`config.mk`:
```
export PLATFORM = sky130hd
export DESIGN_NAME = calc_sequencer
export DESIGN_NICKNAME = d
export VERILOG_FILES = /design/src/rtl/calc_seq_pkg.sv /design/src/rtl/calc_tx_sender.sv /design/src/rtl/calc_sequencer.sv
export SDC_FILE = /design/constraint.sdc
export NUM_CORES = 1
export LEC_CHECK = 0
export CAP_MARGIN = 10
export CORE_MARGIN = 3
export CORE_UTILIZATION = 60
export DETAILED_ROUTE_END_ITERATION = 12
export GPL_TIMING_DRIVEN = 0
export PLACE_DENSITY = 0.89
export SLEW_MARGIN = 20
export SYNTH_ARGS = -nofsm -noshare
export SYNTH_HDL_FRONTEND = slang
export SYNTH_SLANG_ARGS = --single-unit
```
`constraint.sdc`:
```
create_clock -name clk -period 5.4 [get_ports clk]
set_input_delay 0.54 -clock clk [delete_from_list [all_inputs] [get_ports clk]]
set_output_delay 0.54 -clock clk [all_outputs]
set_load 0.01 [all_outputs]
```
`src/rtl/calc_seq_pkg.sv`:
```
// Shared definitions for the lab4 serial calculator sequencer: ASCII
// constants, FSM state encodings, the operand record and the result
// string type, plus small byte-classification helpers.
package calc_seq_pkg;

  localparam logic [7:0] PLUS  = 8'h2B;
  localparam logic [7:0] MINUS = 8'h2D;
  localparam logic [7:0] ZERO  = 8'h30;
  localparam logic [7:0] NINE  = 8'h39;
  localparam logic [7:0] QMARK = 8'h3F;
  localparam logic [7:0] CR    = 8'h0D;
  localparam logic [7:0] LF    = 8'h0A;

  // Longest reply: sign, tens, units, CR, LF.
  localparam int MAX_LEN = 5;
  localparam int IDX_W   = 3;

  typedef enum logic [2:0] {
    IDLE,
    GET_D1,
    GET_S2,
    GET_D2,
    CALC,
    TX,
    ERR_TX
  } state_t;

  typedef enum logic [1:0] {
    SND_IDLE,
    SND_WAIT,
    SND_WRITE,
    SND_GUARD
  } snd_state_t;

  // One signed operand as received: sign flag plus decimal digit.
  typedef struct packed {
    logic       neg;
    logic [3:0] mag;
  } term_t;

  // Reply string, element 0 is sent first.
  typedef logic [MAX_LEN-1:0][7:0] str_t;

  function automatic logic is_sign(input logic [7:0] b);
    return (b == PLUS) || (b == MINUS);
  endfunction

  function automatic logic is_digit(input logic [7:0] b);
    return (b >= ZERO) && (b <= NINE);
  endfunction

endpackage

```
`src/rtl/calc_tx_sender.sv`:
```
// Byte sender for the UART transmitter. Accepts one byte per load strobe,
// waits for the transmitter to be idle, issues a one-cycle tx_wr, then
// ignores tx_busy for one guard cycle (the transmitter raises busy a cycle
// late) before pulsing done so the next byte can be loaded.
import calc_seq_pkg::*;

module calc_tx_sender (
  input  logic       clk,
  input  logic       rst_n,
  input  logic       load,
  input  logic [7:0] din,
  input  logic       tx_busy,
  output logic [7:0] tx_data,
  output logic       tx_wr,
  output logic       done,
  output logic       idle
);

  snd_state_t st_q;

  assign idle = (st_q == SND_IDLE);

  // Handshake sequencing; tx_data is only updated on load so it stays
  // stable through the write strobe.
  // NOTE: state registers use non-blocking assignments so every flop samples
  // pre-edge values; blocking here would create order-dependent behaviour.
  always_ff @(posedge clk or negedge rst_n) begin
    if (!rst_n) begin
      st_q    <= SND_IDLE;
      tx_data <= 8'h00;
      tx_wr   <= 1'b0;
      done    <= 1'b0;
    end else begin
      tx_wr <= 1'b0;
      done  <= 1'b0;
      case (st_q)
        SND_IDLE: begin
          if (load) begin
            tx_data <= din;
            st_q    <= SND_WAIT;
          end
        end
        SND_WAIT: begin
          if (!tx_busy) begin
            tx_wr <= 1'b1;
            st_q  <= SND_WRITE;
          end
        end
        SND_WRITE: begin
          st_q <= SND_GUARD;
        end
        SND_GUARD: begin
          done <= 1'b1;
          st_q <= SND_IDLE;
        end
        default: st_q <= SND_IDLE;
      endcase
    end
  end

endmodule

```
`src/rtl/calc_sequencer.sv`:
```
// Control FSM for the lab4 serial calculator. Parses "s1 d1 s2 d2" from the
// UART receiver, computes the signed sum and sends it back as ASCII
// (sign, optional tens, units, CR, LF); malformed or stalled input replies
// "?" CR LF and raises the sticky err flag.
// Optional feature macro: CALC_SEQ_ECHO_EN -- echoes each accepted byte
// through a one-byte holding register while not transmitting a reply.
import calc_seq_pkg::*;

module calc_sequencer #(
  parameter int TIMEOUT_CYC = 50000
) (
  input  logic       clk,
  input  logic       rst_n,
  input  logic [7:0] rx_data,
  input  logic       rx_valid,
  input  logic       tx_busy,
  output logic [7:0] tx_data,
  output logic       tx_wr,
  output logic       rx_drop,
  output logic       err,
  output logic       busy
);

  localparam int TO_W = (TIMEOUT_CYC > 1) ? $clog2(TIMEOUT_CYC) : 1;
  localparam logic [TO_W-1:0] TO_LAST = TO_W'(TIMEOUT_CYC - 1);

  state_t            state_q;
  term_t             t1_q, t2_q;
  logic [TO_W-1:0]   to_cnt;
  logic [IDX_W-1:0]  idx_q, len_q;
  logic              need_load;
  logic              snd_load;
  logic [7:0]        snd_byte;
  logic              snd_done, snd_idle;
  str_t              buf_q;

`ifdef CALC_SEQ_ECHO_EN
  logic [7:0]        echo_q;
  logic              echo_pend;
`endif

  logic              in_get, class_ok, accept, expire, go_err;
  logic signed [5:0] v1, v2, sum;
  logic [4:0]        mag;
  logic              tens;
  logic [3:0]        units;
  str_t              res_str;
  logic [IDX_W-1:0]  res_len;

  assign in_get  = (state_q inside {GET_D1, GET_S2, GET_D2});
  assign rx_drop = rx_valid && (state_q inside {CALC, TX, ERR_TX});
  assign expire  = (TIMEOUT_CYC != 0) && in_get && (to_cnt == TO_LAST);
  assign accept  = rx_valid && class_ok;
  // A byte arriving in the expiry cycle takes precedence over the timeout.
  assign go_err  = in_get && (rx_valid ? !class_ok : expire);

  // Which byte class the current state is waiting for.
  // NOTE: every combinational output gets a default first so no path
  // through the block leaves it unassigned, which would infer a latch.
  always_comb begin
    class_ok = 1'b0;
    case (state_q)
      IDLE, GET_S2:   class_ok = is_sign(rx_data);
      GET_D1, GET_D2: class_ok = is_digit(rx_data);
      default:        class_ok = 1'b0;
    endcase
  end

  // Signed sum of the latched operands, rendered as the reply string.
  always_comb begin
    v1 = {2'b00, t1_q.mag};
    if (t1_q.neg) v1 = -v1;
    v2 = {2'b00, t2_q.mag};
    if (t2_q.neg) v2 = -v2;
    sum   = v1 + v2;
    mag   = sum[5] ? 5'(-sum) : 5'(sum);
    tens  = (mag >= 5'd10);
    units = tens ? 4'(mag - 5'd10) : mag[3:0];
    res_str    = '0;
    res_str[0] = sum[5] ? MINUS : PLUS;
    if (tens) begin
      res_str[1] = ZERO | 8'd1;
      res_str[2] = ZERO | {4'h0, units};
      res_str[3] = CR;
      res_str[4] = LF;
      res_len    = IDX_W'(5);
    end else begin
      res_str[1] = ZERO | {4'h0, units};
      res_str[2] = CR;
      res_str[3] = LF;
      res_len    = IDX_W'(4);
    end
  end

  // Reply buffer, loaded from the result in CALC or with "?" on error.
  // NOTE: this buffer has no reset on purpose: it is always written before
  // TX/ERR_TX reads it, so resetting it would add logic for no behaviour.
  always_ff @(posedge clk) begin
    if (state_q == CALC) begin
      buf_q <= res_str;
    end else if (go_err) begin
      buf_q    <= '0;
      buf_q[0] <= QMARK;
      buf_q[1] <= CR;
      buf_q[2] <= LF;
    end
  end

  // Main sequencer: parse, calculate, then feed the sender one byte per done.
  always_ff @(posedge clk or negedge rst_n) begin
    if (!rst_n) begin
      state_q   <= IDLE;
      busy      <= 1'b0;
      err       <= 1'b0;
      t1_q      <= '0;
      t2_q      <= '0;
      to_cnt    <= '0;
      idx_q     <= '0;
      len_q     <= '0;
      need_load <= 1'b0;
      snd_load  <= 1'b0;
      snd_byte  <= 8'h00;
`ifdef CALC_SEQ_ECHO_EN
      echo_q    <= 8'h00;
      echo_pend <= 1'b0;
`endif
    end else begin
      snd_load <= 1'b0;
`ifdef CALC_SEQ_ECHO_EN
      if (echo_pend && snd_idle && !snd_load &&
          (state_q inside {IDLE, GET_D1, GET_S2, GET_D2})) begin
        snd_load  <= 1'b1;
        snd_byte  <= echo_q;
        echo_pend <= 1'b0;
      end
      // Only the most recent accepted byte is kept for echo.
      if (accept) begin
        echo_q    <= rx_data;
        echo_pend <= 1'b1;
      end
`endif
      if (go_err) begin
        state_q   <= ERR_TX;
        err       <= 1'b1;
        len_q     <= IDX_W'(3);
        idx_q     <= '0;
        need_load <= 1'b1;
        to_cnt    <= '0;
`ifdef CALC_SEQ_ECHO_EN
        echo_pend <= 1'b0;
`endif
      end else begin
        case (state_q)
          IDLE: begin
            if (accept) begin
              t1_q.neg <= (rx_data == MINUS);
              err      <= 1'b0;
              busy     <= 1'b1;
              to_cnt   <= '0;
              state_q  <= GET_D1;
            end
          end
          GET_D1: begin
            if (accept) begin
              t1_q.mag <= rx_data[3:0];
              to_cnt   <= '0;
              state_q  <= GET_S2;
            end else begin
              to_cnt <= to_cnt + TO_W'(1);
            end
          end
          GET_S2: begin
            if (accept) begin
              t2_q.neg <= (rx_data == MINUS);
              to_cnt   <= '0;
              state_q  <= GET_D2;
            end else begin
              to_cnt <= to_cnt + TO_W'(1);
            end
          end
          GET_D2: begin
            if (accept) begin
              t2_q.mag <= rx_data[3:0];
              to_cnt   <= '0;
              state_q  <= CALC;
            end else begin
              to_cnt <= to_cnt + TO_W'(1);
            end
          end
          CALC: begin
            len_q     <= res_len;
            idx_q     <= '0;
            need_load <= 1'b1;
            state_q   <= TX;
`ifdef CALC_SEQ_ECHO_EN
            echo_pend <= 1'b0;
`endif
          end
          TX, ERR_TX: begin
            // A done seen while a load is still owed belongs to an echo.
            if (need_load) begin
              if (snd_idle && !snd_load) begin
                snd_load  <= 1'b1;
                snd_byte  <= buf_q[idx_q];
                need_load <= 1'b0;
              end
            end else if (snd_done) begin
              if (idx_q == IDX_W'(len_q - IDX_W'(1))) begin
                state_q <= IDLE;
                busy    <= 1'b0;
              end else begin
                idx_q     <= idx_q + IDX_W'(1);
                need_load <= 1'b1;
              end
            end
          end
          default: begin
            state_q <= IDLE;
            busy    <= 1'b0;
          end
        endcase
      end
    end
  end

  calc_tx_sender u_sender (
    .clk     (clk),
    .rst_n   (rst_n),
    .load    (snd_load),
    .din     (snd_byte),
    .tx_busy (tx_busy),
    .tx_data (tx_data),
    .tx_wr   (tx_wr),
    .done    (snd_done),
    .idle    (snd_idle)
  );

endmodule
```
After elaboration in Yosys (flattened, before gate mapping). Cells that the tools add are included.

Divide/modulo/power cells: 0. Equal/unequal tests: 27. $mul: 0. Order comparisons: 4. Muxes and demuxes: 58. Reductions and logical operators: 35. Bitwise logic cells: 2. Add/subtract/negate cells: 8. Shift operators: 0.

Operators by type and width (number): $mux 40 (2); $mux 16 (3); $mux 3 (15); $pmux 16 s2 (1); $bmux 8 s3 (1); $mux 1 (21); $ne 3x3->1 const B (7); $mux 19 (1); $pmux 3 s6 (1); $add 16x1->16 const B (1); $eq 16x16->1 const B (1); $eq 8x6->1 const B (2); $mux 6 (2); $neg 4->6 (2); $reduce_and 3->1 (4); $reduce_bool 3->1 (4); $ne 2x2->1 const B (5); $eq 3x3->1 const B (3); $ge 8x6->1 const B (1); $le 8x6->1 const B (1); $mux 4 (2); $mux 8 (1); $pmux 2 s4 (1); $reduce_and 2->1 (4); 32 further kinds (48).

ROM bits: 0. Register bits after elaboration: 99. Bits in latches: 0. Memories kept: 0. RAM bits: 0. Bits of input ports: 12. Word-level logic and storage cells: 156. Output and inout bits: 12.

Longest topological paths before layout.
Word-level depth: 9. Gate-level depth with buffers: 18. Depth with buffers taken out: 17.

Modules after synthesis. Synthesis repeated with hierarchy kept, for this count alone.

Cells, all modules: 400. Area total of the unflattened synthesis: 4156.5 um^2.

Modules (own cells, without submodules): calc_sequencer (times used 1, cells an instance 366, area an instance 3642.2 um^2, sequential area each 1576.5 um^2); calc_tx_sender (times used 1, cells an instance 34, area an instance 514.2 um^2, sequential area each 300.3 um^2).

Worst setup path before layout. No wires, ideal clock.

Path type: reg2reg. From: register t1_q[2] (netlist bit). To: register buf_q[9] (netlist bit) (data pin). Setup time: 157 ps. Required time: 5243 ps. Slack: 1549 ps. Arrival time: 3694 ps. Clock period less this slack: 3851 ps. Path buffers: 1. Cell stages (with the launch flop): 16. Path through: dfrtp_1 -> o31ai_1 -> xnor2_1 -> ha_1 -> and2_1 -> a221o_1 -> nor3_1 -> nor2_1 -> a21oi_1 -> ha_1 -> nand4b_1 -> nand4b_2 -> or3_1 -> buf_6 -> ha_1 -> nor3_1.

Word-level cells in the longest chain between the ends: 9. Elaborated cells between the ends (all ways): 10. Classes of those cells: 4 x add/sub; 1 x order compare; 5 x mux.

RTL lines: start, declared (RTL line calc_sequencer.sv:28) `term_t t1_q, t2_q;`; $neg 4->6 (RTL line calc_sequencer.sv:72) `if (t1_q.neg) v1 = -v1;`; $mux 6 * (RTL line calc_sequencer.sv:72); $add 6x6->6 * (RTL line calc_sequencer.sv:75) `sum = v1 + v2;`; $neg 5->5 (RTL line calc_sequencer.sv:76) `mag = sum[5] ? 5'(-sum) : 5'(sum);`; $mux 5 * (RTL line calc_sequencer.sv:76); $ge 5x4->1 (RTL line calc_sequencer.sv:77) `tens = (mag >= 5'd10);`; $mux 4 (RTL line calc_sequencer.sv:78) `units = tens ? 4'(mag - 5'd10) : mag[3:0];`; $mux 19 * (RTL line calc_sequencer.sv:81) `if (tens) begin`; $mux 40 * (RTL line calc_sequencer.sv:99) `if (state_q == CALC) begin`; end signal, assigned (RTL line calc_sequencer.sv:100) `buf_q <= res_str;`; end, declared (RTL line calc_sequencer.sv:35) `str_t buf_q;`.

Every way passes the cells marked *; elsewhere a longest branch is shown, timed or not. A chain may end at the register's enable or synchronous reset.

Worst setup path in the final report. Ends and elaborated chain as after synthesis.

==> flow_summary.ini <==
[status]
outcome = completed

[sta]
finalSetupViolCount = 0
final.setup.tns_ns = 0
skew_ns = 0.0104
slew_viol_final = 0
rsz0062_at_grt = false
max_slew_margin_pct = 55.2
fin_crit_ns = 4.41
hold_violations = 0
hold_ws_ns = 0.223
tightest_slew_ns = 0.671
fin_crit_sh_pct = 81.7
timing.fmax_mhz = 227

[global_routing]
antenna_found_initial = 0
grt_pass1_wl_um = 13600
grt_pass1_vias = 2992
track_usage_pct = 22.4
grt_max_degree = 56
gr-total-overflow = 0

[floorplanning]
die_h_um = 87.8
die_area_mm2 = 0.00771
die_x_um = 87.8
initial_utilization_pct = 62.5
io_pins = 24
core_mm2 = 0.00642
rows = 29

[worst_setup_path]
cp_common_cell = ha_1
critPathSlowestCell = dfrtp_1
arrival_ns = 4.59
path_delay_family = simple AND/OR/NAND/NOR gates
worstSetupStartpointType = register
endpoint_kind = register
crit_required_ns = 5.57
cp.buffers_inverters = 1
max_stage_delay_ns = 0.46
cp_max_fo = 5
crit_type = register to register
crit_chain = o31ai_1 > xnor2_1 > ha_1 > and2_1 > a221oi_1 > a21oi_1 > nor2_1 > nor2_1 > a21oi_1 > ha_1 > nand4b_1 > nand4b_2 > or3_1 > buf_6 > ha_1 > nor3_1

[synthesis]
ys_ff_latch = 70
synth_cells = 396
yosysSeqAreaShare_pct = 45.5
synth_area_per_cell_um2 = 10.1
yosysWarnings = 0
dominantRegCellSynth = dfrtp_1
synth-async-reset-ratio_pct = 78.6
syn_area_mm2 = 0.00401
synth_cell_types = 63
synth-edff-count = 15

[placement]
place_congestion = 0.864
dp_hpwl_um = 5820
io_buffers = 21

[cells_and_area]
finalNetCount = 461
fin_util_pct = 70.6
drive_above_1_share_pct = 11.0
n_antenna_cell = 0
synthToLayoutAreaGrowth_pct = 12.9

[detailed_routing]
drtAntennaViolNets = 0
drc = 0
dr.pass1.iters = 4
drt_iter0_drc = 237
viasPerCell = 6.03
totalWireLength_um = 7930
post_drt_wl_per_cell_um = 15.5
vias = 3087

[clock_tree]
clock_latency_ns = 0.35
cts_tree = done
cts_buffer_depth = 2
cts_buffers = 9
cts-hold-fix-buffers = 0
cts.sinks = 70
htreeDepth = 3
clkSlewWorstSetupHoldPaths_ns = 0.07
cts_resized = 0
root_buffer = clkbuf_8
post-cts-setup-buffers = 0

[power]
seqPwrFrac_pct = 41.4
power.leakage_nw = 1.94
internal_power_mw = 1.23
swShare_pct = 36.2
vdd_drop_max_mv = 0.207
power.total_mw = 1.93
combPwrFrac_pct = 37.1
power_density_mw_per_mm2 = 427
p_sw_mw = 0.701
clkPwrFrac_pct = 21.6

[run]
max_cap_violations = 0

[worst_hold_path]
hold_path_class = input pin to async pin
Yosys cell counts, types with 2 or more instances:
cell	instances	area share, %
and2_1	3	0.47
nor4bb_1	2	0.50
edfxtp_1	15	11
mux4_2	2	1.1
xnor2_1	14	3.1
nand2b_1	7	1.1
inv_1	23	2.2
or3_1	6	0.94
nand2_1	30	2.8
a21oi_1	19	2.4
nand3_1	20	2.5
nand4b_1	3	0.65
xor2_1	10	2.2
o41ai_4	2	1.4
a21boi_0	3	0.56
nor2b_1	7	1.1
nor3_1	5	0.62
ha_1	18	5.6
buf_4	2	0.37
clkbuf_1	10	0.94
a21o_1	2	0.37
o31ai_1	5	0.94
mux2i_1	3	0.75
a211o_1	3	0.65
o21ai_0	26	3.2
nand4_1	3	0.47
o211ai_1	4	0.75
a2111oi_0	2	0.44
o21a_1	3	0.56
a31oi_1	2	0.31
dfrtp_1	55	34
and3_1	4	0.62
mux2_2	17	4.8
nor2_1	37	3.5
worst paths after layout:
kind | from | end | slack (ns) | cells past startpoint
worst max-delay path | t1_q[2] | buf_q[9] | 0.99 | 16
min in group clk | snd_byte[4] | snd_byte[4] | 0.48 | 2
worst max register to register | t1_q[2] | buf_q[9] | 0.99 | 16
max in group asynchronous | rst_n | t2_q[3] | 4.72 | 1
worst min register to register | snd_byte[4] | snd_byte[4] | 0.48 | 2
worst min-delay path | rst_n | snd_byte[5] | 0.22 | 1
cell type report:
| cell class | instances | area (um2) |
|---|---|---|
| tap | 77 | 96.3 |
| inverter | 23 | 86.3 |
| fill | 453 | 1890 |
| multi-input combinational | 291 | 2040 |
| buffer | 13 | 63.8 |
| timing repair buffer | 22 | 223 |
| clock inverter | 4 | 46.3 |
| clock buffer | 12 | 145 |
| sequential | 70 | 1830 |
cells in the final DEF (no fill, tap or decap), drive strengths merged, types with 2 or more instances in the layout:
cell,count
nand2,30
o41ai,2
xor2,10
a211o,3
and2,4
dfrtp,55
mux4,2
inv,24
nor4bb,2
nor3,5
o211ai,4
clkdlybuf4s50,20
nor2,37
a31oi,2
xnor2,14
o31ai,5
o21ai,28
ha,18
nand2b,7
or3,7
a21o,2
edfxtp,15
nand3,20
nand4b,4
clkbuf,22
clkinv,2
a21oi,20
nand4,3
conb,2
a2111oi,2
and3,4
buf,5
mux2,17
a21boi,3
o21a,3
nor2b,7
mux2i,3
o311ai,2
metrics by stage:
stage               setup slack (ns)  std cells  instance area [um2]
floorplan                       1.55        397                 4020
global route                   0.644        512                 4530
detailed placement              1.06        496                 4340
CTS                             1.03        512                 4530
global placement                1.23        495                 4320
finish                         0.990        512                 4530
power groups by stage:
stage / clock network, mW / registers, mW / logic [mW]
global placement: 0 / 0.803 / 0.646
floorplan: 0 / 0.797 / 0.487
global route: 0.449 / 0.818 / 0.801
CTS: 0.421 / 0.803 / 0.715
detailed placement: 0 / 0.812 / 0.706
finish: 0.417 / 0.800 / 0.716
logic make-up (layout without fill, tap and decap cells):
| family | count (synthesis) | count (layout) | share of synthesized area (%) |
|---|---|---|---|
| AOI/OAI and AO/OA | 86 | 86 | 15.0 |
| buffers and inverters | 36 | 74 | 3.74 |
| xor gates and xnor gates | 24 | 24 | 5.24 |
| muxes | 22 | 22 | 6.64 |
| DFF | 70 | 70 | 45.5 |
| and+or+nand+nor | 137 | 137 | 17.4 |
| other | 1 | 2 | 0.0934 |
| adders and majority gates | 20 | 20 | 6.36 |
metal layers:
| layer | track usage [%] | share of wire (%) | wire length (um) | vias to the layer above |
|---|---|---|---|---|
| li1 | - | - | - | 1492 |
| met4 | 7.81 | 1.7 | 132 | 0 |
| met5 | 0 | 0 | 0 | - |
| met1 | 27.4 | 44 | 3450 | 1487 |
| met2 | 39.5 | 51 | 4020 | 91 |
| met3 | 4.14 | 4.1 | 328 | 17 |
sequential cells by signal (all words and copies together) (netlist names), 2 cells and up:
register	flops
to_cnt	16
buf_q	15
snd_byte	6
u_sender.tx_data	6
t1_q	5
t2_q	5
idx_q	3
len_q	3
state_q	3
u_sender.st_q	2
(Power assumes the default switching activity.)
